$ cat src/rtl/dspl_scan_8_if.sv
// Bundle between the game FSM (master) and the 8-digit display scanner (slave):
// eight 6-bit digit codes and a blink request in, anode/cathode drive and frame pulse out.
interface dspl_scan_8_if;
   logic [5:0] d1;
   logic [5:0] d2;
   logic [5:0] d3;
   logic [5:0] d4;
   logic [5:0] d5;
   logic [5:0] d6;
   logic [5:0] d7;
   logic [5:0] d8;
   logic       blink;
   logic [7:0] an;
   logic [7:0] seg;
   logic       frame_tick;

   modport master (
      output d1, d2, d3, d4, d5, d6, d7, d8, blink,
      input  an, seg, frame_tick
   );

   modport slave (
      input  d1, d2, d3, d4, d5, d6, d7, d8, blink,
      output an, seg, frame_tick
   );
endinterface

$ cat src/rtl/dspl_scan_8.sv
// Time-multiplexed 8-digit common-anode 7-segment driver with per-frame code snapshot.
// Optional blink blanking is compiled in when DSPL_BLINK_EN is defined.
module dspl_scan_8 #(
   parameter int REFRESH_DIV  = 100000,
   parameter int BLINK_FRAMES = 64
) (
   input logic          clock,
   input logic          reset,
   dspl_scan_8_if.slave bus
);

   localparam int PW = $clog2(REFRESH_DIV);

   logic [PW-1:0] presc_q, presc_d;
   logic [2:0]    idx_q, idx_d;
   logic [5:0]    shadow_q [8];
   logic [5:0]    shadow_d [8];
   logic [5:0]    live [8];
   logic [7:0]    an_q, an_d;
   logic [7:0]    seg_q, seg_d;
   logic          ft_q, ft_d;
   logic          tick, snap, blank;
   logic [5:0]    code;

   function automatic logic [7:0] decode(input logic [5:0] c);
      logic [6:0] g;
      g = 7'h7F;
      case (c[4:1])
         4'h0: g = 7'h40;
         4'h1: g = 7'h79;
         4'h2: g = 7'h24;
         4'h3: g = 7'h30;
         4'h4: g = 7'h19;
         4'h5: g = 7'h12;
         4'h6: g = 7'h02;
         4'h7: g = 7'h78;
         4'h8: g = 7'h00;
         4'h9: g = 7'h10;
         4'hA: g = 7'h08;
         4'hB: g = 7'h03;
         4'hC: g = 7'h46;
         4'hD: g = 7'h21;
         4'hE: g = 7'h06;
         4'hF: g = 7'h0E;
         default: g = 7'h7F;
      endcase
      return c[5] ? 8'hBF : {~c[0], g};
   endfunction

   always_comb begin
      live[0] = bus.d1;
      live[1] = bus.d2;
      live[2] = bus.d3;
      live[3] = bus.d4;
      live[4] = bus.d5;
      live[5] = bus.d6;
      live[6] = bus.d7;
      live[7] = bus.d8;
   end

   assign tick = (presc_q == PW'(REFRESH_DIV - 1));
   // The wrap from digit 7 to digit 0 is the frame boundary.
   assign snap = tick && (idx_q == 3'd7);

`ifdef DSPL_BLINK_EN
   localparam int FW = $clog2(BLINK_FRAMES + 1);

   logic [FW-1:0] fcnt_q, fcnt_d;
   logic          phase_q, phase_d;

   // fcnt runs 1..BLINK_FRAMES across snapshots; phase flips when a new run starts.
   always_comb begin
      fcnt_d  = fcnt_q;
      phase_d = phase_q;
      if (!bus.blink) begin
         fcnt_d  = '0;
         phase_d = 1'b0;
      end else if (snap) begin
         if (fcnt_q == FW'(BLINK_FRAMES)) begin
            fcnt_d  = FW'(1);
            phase_d = ~phase_q;
         end else begin
            fcnt_d = fcnt_q + FW'(1);
         end
      end
   end

   always_ff @(posedge clock or negedge reset) begin
      if (!reset) begin
         fcnt_q  <= '0;
         phase_q <= 1'b0;
      end else begin
         fcnt_q  <= fcnt_d;
         phase_q <= phase_d;
      end
   end

   assign blank = bus.blink & phase_d;
`else
   localparam int unused_blink_frames = BLINK_FRAMES;
   logic unused_blink;
   assign unused_blink = bus.blink;
   assign blank        = 1'b0;
`endif

   always_comb begin
      presc_d  = tick ? '0 : presc_q + PW'(1);
      idx_d    = idx_q;
      shadow_d = shadow_q;
      an_d     = an_q;
      seg_d    = seg_q;
      ft_d     = 1'b0;
      code     = shadow_q[0];
      if (tick) begin
         idx_d = idx_q + 3'd1;
         code  = shadow_q[idx_d];
         // Digit 0 shows the freshly sampled code, not last frame's copy.
         if (snap) begin
            shadow_d = live;
            code     = live[0];
            ft_d     = 1'b1;
         end
         an_d  = blank ? 8'hFF : ~(8'b1 << idx_d);
         seg_d = decode(code);
      end
   end

   always_ff @(posedge clock or negedge reset) begin
      if (!reset) begin
         presc_q <= '0;
         idx_q   <= 3'd7;
         for (int k = 0; k < 8; k++) shadow_q[k] <= 6'b111111;
         an_q    <= 8'hFF;
         seg_q   <= 8'hFF;
         ft_q    <= 1'b0;
      end else begin
         presc_q  <= presc_d;
         idx_q    <= idx_d;
         shadow_q <= shadow_d;
         an_q     <= an_d;
         seg_q    <= seg_d;
         ft_q     <= ft_d;
      end
   end

   assign bus.an         = an_q;
   assign bus.seg        = seg_q;
   assign bus.frame_tick = ft_q;

endmodule
$ cat src/flat_wrapper.sv
// flat-port wrapper written by rule: the top's interface ports become plain ports
module dspl_scan_8_flat 
#(
   parameter int REFRESH_DIV  = 100000,
   parameter int BLINK_FRAMES = 64
)
  (clock, reset, bus_d1, bus_d2, bus_d3, bus_d4, bus_d5, bus_d6, bus_d7, bus_d8, bus_blink, bus_an, bus_seg, bus_frame_tick);
  dspl_scan_8_if bus_i ();
  input logic clock;
  input logic reset;
  input wire logic [$bits(bus_i.d1)-1:0] bus_d1;
  input wire logic [$bits(bus_i.d2)-1:0] bus_d2;
  input wire logic [$bits(bus_i.d3)-1:0] bus_d3;
  input wire logic [$bits(bus_i.d4)-1:0] bus_d4;
  input wire logic [$bits(bus_i.d5)-1:0] bus_d5;
  input wire logic [$bits(bus_i.d6)-1:0] bus_d6;
  input wire logic [$bits(bus_i.d7)-1:0] bus_d7;
  input wire logic [$bits(bus_i.d8)-1:0] bus_d8;
  input wire logic [$bits(bus_i.blink)-1:0] bus_blink;
  output wire logic [$bits(bus_i.an)-1:0] bus_an;
  output wire logic [$bits(bus_i.seg)-1:0] bus_seg;
  output wire logic [$bits(bus_i.frame_tick)-1:0] bus_frame_tick;
  assign bus_i.d1 = bus_d1;
  assign bus_i.d2 = bus_d2;
  assign bus_i.d3 = bus_d3;
  assign bus_i.d4 = bus_d4;
  assign bus_i.d5 = bus_d5;
  assign bus_i.d6 = bus_d6;
  assign bus_i.d7 = bus_d7;
  assign bus_i.d8 = bus_d8;
  assign bus_i.blink = bus_blink;
  assign bus_an = bus_i.an;
  assign bus_seg = bus_i.seg;
  assign bus_frame_tick = bus_i.frame_tick;
  dspl_scan_8 #(.REFRESH_DIV(REFRESH_DIV), .BLINK_FRAMES(BLINK_FRAMES)) u_core (.clock(clock), .reset(reset), .bus(bus_i));
endmodule
$ cat config.mk
export PLATFORM = sky130hd
export DESIGN_NAME = dspl_scan_8_flat
export DESIGN_NICKNAME = d
export VERILOG_FILES = /design/src/rtl/dspl_scan_8_if.sv /design/src/rtl/dspl_scan_8.sv /design/src/flat_wrapper.sv
export SDC_FILE = /design/constraint.sdc
export NUM_CORES = 1
export LEC_CHECK = 0
export ABC_AREA = 1
export BUFFER_PORTS_ARGS = -buffer_cell sky130_fd_sc_hd__buf_2
export CORE_AREA = 2 2 114 116
export CTS_BUF_LIST = sky130_fd_sc_hd__clkbuf_8
export DETAILED_ROUTE_END_ITERATION = 7
export DIE_AREA = 0 0 116 118
export GPL_ROUTABILITY_DRIVEN = 0
export SLEW_MARGIN = 20
export SYNTH_ARGS = -nofsm -noshare
export SYNTH_HDL_FRONTEND = slang
export SYNTH_SLANG_ARGS = --single-unit
$ cat constraint.sdc
create_clock -name clock -period 5.75 [get_ports clock]
set_input_delay 0.2875 -clock clock [delete_from_list [all_inputs] [get_ports clock]]
set_output_delay 0.2875 -clock clock [all_outputs]
set_load 0.02 [all_outputs]
Word-level counts from Yosys, hierarchy flattened
Memories as Yosys holds them, arrays and structs flattened.
Index checks and enable logic that the tools add are counted.
{"block": "totals", "n_memories": 1, "ff_bits": 85, "mem_bits_ro": 112}
{"block": "classes", "muxes": 9, "bitwise_logic": 3, "magnitude_cmp": 1, "reduce_logical": 2, "eq_ne": 2, "addsub": 2, "shifts": 1}
{"memory": "(name not given)", "depth": 16, "width": 7, "read_ports": 1, "rd_ports_with_merged_regs": 0, "write_ports": 0, "line": "dspl_scan_8.sv:28", "source": "case (c[4:1])"}
{"cell": "two-way mux 6 bit", "count": 4}
{"cell": "binary-select mux 6 bit (select 3 bit)", "count": 1}
{"cell": "adder 17 x 1 -> 17 bit (second input constant)", "count": 1}
{"cell": "equality test 17 bit (second input constant)", "count": 1}
{"cell": "two-way mux 17 bit", "count": 1}
{"cell": "two-way mux 8 bit", "count": 1}
{"cell": "inverter 8 bit", "count": 1}
{"cell": "<< shifter 1 x 3 -> 8 bit (first input constant)", "count": 1}
{"cell": "greater-or-equal comparator 4 bit (second input constant)", "count": 1}
{"cell": "inverter 3 -> 4 bit", "count": 1}
{"cell": "adder 3 x 1 -> 3 bit (second input constant)", "count": 1}
{"cell": "equality test 3 bit (second input constant)", "count": 1}
{"cell": "two-way mux 1 bit", "count": 2}
{"cell": "AND reduction 2 bit", "count": 1}
{"cell": "logical AND 1 bit", "count": 1}
{"cell": "inverter 1 bit", "count": 1}

Logic depth before layout (Yosys ltp)
{"block": "logic_depth", "depth_word": 9, "mapped_depth": 20, "ltp_nobuf": 18}

Worst setup path before layout
No wires, ideal clock.
{"block": "synth_timing", "path_kind": "flip-flop to flip-flop", "startpoint": "register u_core.idx_q[0]", "endpoint": "register u_core.seg_q[0] (netlist: u_core.bus.seg[0])", "arrival_ps": 2477, "setup_slack_ps": 3200, "stages_incl_launch_ff": 21, "setup_time_ps": 72, "t_required_ps": 5678, "n_path_buf": 3, "period_less_slack_ps": 2550, "path_cell_list": "dfstp_2 inv_2 buf_2 ha_1 buf_2 buf_4 nor2_1 nand2_1 nand2_1 nand2_1 nand2_1 nand2_2 nand2_2 clkinv_2 ha_1 inv_1 nand3_1 nand3_1 nand3_1 nand2_1 inv_1"}
{"block": "synth_via", "elab_chain_cells": 9, "word_cells_on_any_way": 11, "classes_between": "add/sub (1); eq/ne (1); mux (6); bitwise (1); reduce/logical (1); memory (1)"}
{"element": "from (decl)", "line": "dspl_scan_8.sv:15", "source": "logic [2:0] idx_q, idx_d;"}
{"element": "from (signal assigned)", "line": "dspl_scan_8.sv:138", "source": "idx_q <= idx_d;"}
{"element": "adder 3 x 1 -> 3 bit", "line": "dspl_scan_8.sv:115", "source": "idx_d = idx_q + 3'd1;"}
{"element": "inverter 3 -> 4 bit (not written as such)", "line": "dspl_scan_8.sv:116", "source": "code = shadow_q[idx_d];"}
{"element": "binary-select mux 6 bit (select 3 bit)", "line": "dspl_scan_8.sv:116"}
{"element": "two-way mux 6 bit (not written as such) (2 in series)", "line": "dspl_scan_8.sv:116"}
{"element": "two-way mux 6 bit *", "line": "dspl_scan_8.sv:118", "source": "if (snap) begin"}
{"element": "two-way mux 6 bit *", "line": "dspl_scan_8.sv:114", "source": "if (tick) begin"}
{"element": "memory read (16 x 7 bit)"}
{"element": "two-way mux 8 bit *", "line": "dspl_scan_8.sv:47", "source": "return c[5] ? 8'hBF : {~c[0], g};"}
{"element": "to (signal assigned)", "line": "dspl_scan_8.sv:141", "source": "seg_q <= seg_d;"}
{"element": "to (decl)", "line": "dspl_scan_8.sv:20", "source": "logic [7:0] seg_q, seg_d;"}
Every way passes the cells marked *; elsewhere a longest branch is shown, timed or not. The select of a mux whose other input is x is not followed.
A chain may end at the register's enable or synchronous reset.

Worst setup path in the final report
Same ends and word-level chain as after synthesis.

==> flow_metrics.py <==
metrics = {
    "logic_synthesis": {
        "yosysWarnings": 0,
        "synthArstFlopShare_pct": 100,
        "ys_ff_latch": 85,
        "synthCells": 568,
        "yosysUniqueCellTypes": 37,
        "synth_fa_ha_area_share_pct": 3.87,
        "yosysSeqAreaShare_pct": 48.9,
        "synth_xor_area_share_pct": 1.16,
        "ys.flop_type": "dfstp_2",
        "syn_avg_cell_area_um2": 7.96,
        "synth-edff-count": 0,
        "syn_nets": 633,
        "synth_top_family_by_area": "simple AND/OR/NAND/NOR gates",
        "synth_compound_area_share_pct": 7.45,
        "synth_mux_area_share_pct": 0,
        "synth_simple_gate_area_share_pct": 31.0,
        "synth_area_um2": 4520,
    },
    "pwr": {
        "power_density_nw_per_um2": 205,
        "p_leak_nw": 2.71,
        "power_frac_comb_pct": 4.4,
        "pwr-share-clk_pct": 37.6,
        "switching_share_pct": 25.3,
        "p_switching_w": 0.000267,
        "p_seq_share_pct": 58.0,
        "intPower_w": 0.000789,
        "vdd_drop_max_v": 0.0000972,
    },
    "timing": {
        "drv_slew": 0,
        "grt_setup_unrepaired": "no",
        "slew_headroom_pct": 48.4,
        "finClkSkew_ns": 0.0154,
        "hold_violations": 7,
        "worst_slew_pin_slew_ns": 0.769,
        "fin_crit_sh_pct": 65.9,
        "hold_ws_ns": -0.0295,
        "fmax_mhz": 264,
        "finalSetupViolCount": 0,
        "final.setup.tns_ns": 0,
        "layout_min_cycle_time_ns": 3.79,
    },
    "placed_design": {
        "portBuffers": 66,
        "place_hpwl_um": 7030,
    },
    "clock_network": {
        "cts_sinks": 85,
        "cts_buffers": 9,
        "cts-root-buf": "clkbuf_8",
        "clk_latency_ns": 0.37,
        "cts_hold_buf": 0,
        "postCtsResizedCells": 0,
        "cts_tree": "built",
        "cts.clk_slew.worst_paths_ns": 0.09,
        "clock_path_buffers": 2,
        "htree_levels": 3,
        "cts_setup_buffers": 0,
    },
    "critical_path": {
        "arrival_ns": 4.09,
        "path_class": "flip-flop to flip-flop",
        "cp.required_ns": 6.05,
        "end_kind": "flip-flop",
        "start_kind": "flip-flop",
        "cp_max_fo": 34,
    },
    "grt": {
        "grt_pass1_vias": 3669,
        "gr-total-overflow": 0,
        "track_usage_pct": 15.7,
        "antenna_found_initial": 0,
        "grt_max_degree": 86,
        "grt_pass1_wl_um": 17200,
    },
    "detailed_routing": {
        "m1WireLength_um": 4740,
        "drc": 0,
        "first_iter_violations": 297,
        "vias": 3692,
        "vias_per_cell": 4.59,
        "wl_per_cell_um": 12.6,
        "met2WireLength_um": 4820,
        "detail_route.wirelength_um": 10200,
        "antenna_left": 0,
        "dr.pass1.iters": 5,
        "highest_layer": "met4",
        "wl_met3_um": 450,
    },
    "layout": {
        "final_cell_mix": "nand2_1, nor2_1, dfstp_2, buf_2, inv_1",
        "n_antenna_cell": 0,
        "nets": 692,
        "layout_commonest_cell": "nand2_1",
        "drive_above_1_share_pct": 28.3,
        "area_growth_pct": 13.9,
    },
    "worst_hold_path": {
        "hold_class": "input pin to asynchronous set/reset pin",
    },
    "die": {
        "core_area_um2": 12400,
        "rows": 41,
        "start_util_pct": 36.4,
        "io_pins": 68,
        "die_area_um2": 13700,
        "die_x_um": 116,
        "die_h_um": 118,
    },
    "run": {
        "drv_cap": 0,
    },
    "status": {
        "violations": "hold timing",
        "outcome": "finished, violations left",
    },
}
## flip-flops by register name, summed over array words and instances (netlist names)
register	flops
u_core.bus.an	8
u_core.bus.frame_tick	1
u_core.bus.seg	8
u_core.idx_q	3
u_core.presc_q	17
u_core.shadow_q	48
## area by class of cell
| cell class | count | area [µm²] |
|---|---|---|
| Tap cell | 172 | 215 |
| Sequential cell | 85 | 2210 |
| Multi-Input combinational cell | 402 | 1970 |
| Clock inverter | 7 | 48.8 |
| Fill cell | 1308 | 7260 |
| Clock buffer | 9 | 124 |
| Inverter | 61 | 230 |
| Timing Repair Buffer | 68 | 352 |
## power by group through the flow
stage | registers, W | clock network, W | logic [W]
6_report | 0.000613 | 0.000397 | 0.0000469
5_1_grt | 0.000614 | 0.000436 | 0.0000546
4_1_cts | 0.000613 | 0.000412 | 0.0000482
3_5_place_dp | 0.000622 | 0 | 0.0000481
3_3_place_gp | 0.000622 | 0 | 0.0000472
2_1_floorplan | 0.000622 | 0 | 0.0000144
## cells by family (layout without fill, tap and decap cells)
group | after synthesis | in the layout
compound gates | 62 | 62
xor+xnor | 6 | 6
fa+ha+maj | 14 | 14
buf+inv | 81 | 145
flops | 85 | 85
simple gates | 320 | 320
## worst max-delay path, stage by stage, from the launching register on
cell      delay, ns
dfstp_2        0.96
inv_2          0.33
ha_1           0.76
inv_2          0.24
nor2_1         0.15
nand2_1        0.06
nand2_1        0.05
nand2_1        0.05
nand2_1        0.11
nand2_2        0.06
nand2_2        0.12
clkinv_2       0.12
ha_1           0.23
inv_1          0.07
nand3_1        0.12
nand3_1        0.11
nand3_1        0.08
nand2_1        0.07
inv_1          0.03
## worst paths after layout
kind	start	end	slack [ns]	cells after the start
max reg2reg	u_core.idx_q[0]	u_core.bus.seg[0]	1.96	18
max	u_core.idx_q[0]	u_core.bus.seg[0]	1.96	18
max in group asynchronous	reset	u_core.presc_q[15]	5.28	1
min reg2reg	u_core.shadow_q[11]	u_core.shadow_q[11]	0.47	2
min	reset	u_core.presc_q[2]	-0.03	1
min in group clock	bus_d3[4]	u_core.shadow_q[34]	0.10	3
## stage by stage
step	utilization, %	setup WS (ns)	total power [W]	instances	area, µm²
final	41.5	1.96	0.00106	804	5150
after global routing	41.5	1.54	0.00110	804	5150
after detailed placement	40.1	1.92	0.000671	788	4970
after floorplan	-	3.20	0.000637	568	4520
after global placement	40.1	1.93	0.000669	788	4970
after CTS	41.5	1.91	0.00107	804	5150
## cells in the mapped netlist, types with 3 or more instances
cell type	instances	area share (%)
nor2_1	73	6.1
or2_2	3	0.42
buf_4	3	0.50
nand2_4	3	0.75
a21oi_1	30	3.3
ha_1	14	3.9
nand2_2	6	0.83
nand2_1	184	15
a31oi_1	4	0.55
dfstp_2	67	39
nand4_1	5	0.69
inv_2	4	0.33
nand3_1	35	3.9
o21ai_0	22	2.4
dfrtp_1	18	10
xor2_1	5	0.97
buf_2	15	1.7
inv_1	54	4.5
## routing by layer
metal	vias to the layer above	track usage, %
met5	-	0
met4	0	4.46
met3	15	3.60
met2	83	24.7
met1	1708	21.7
li1	1886	-
(Power assumes the default switching activity.)
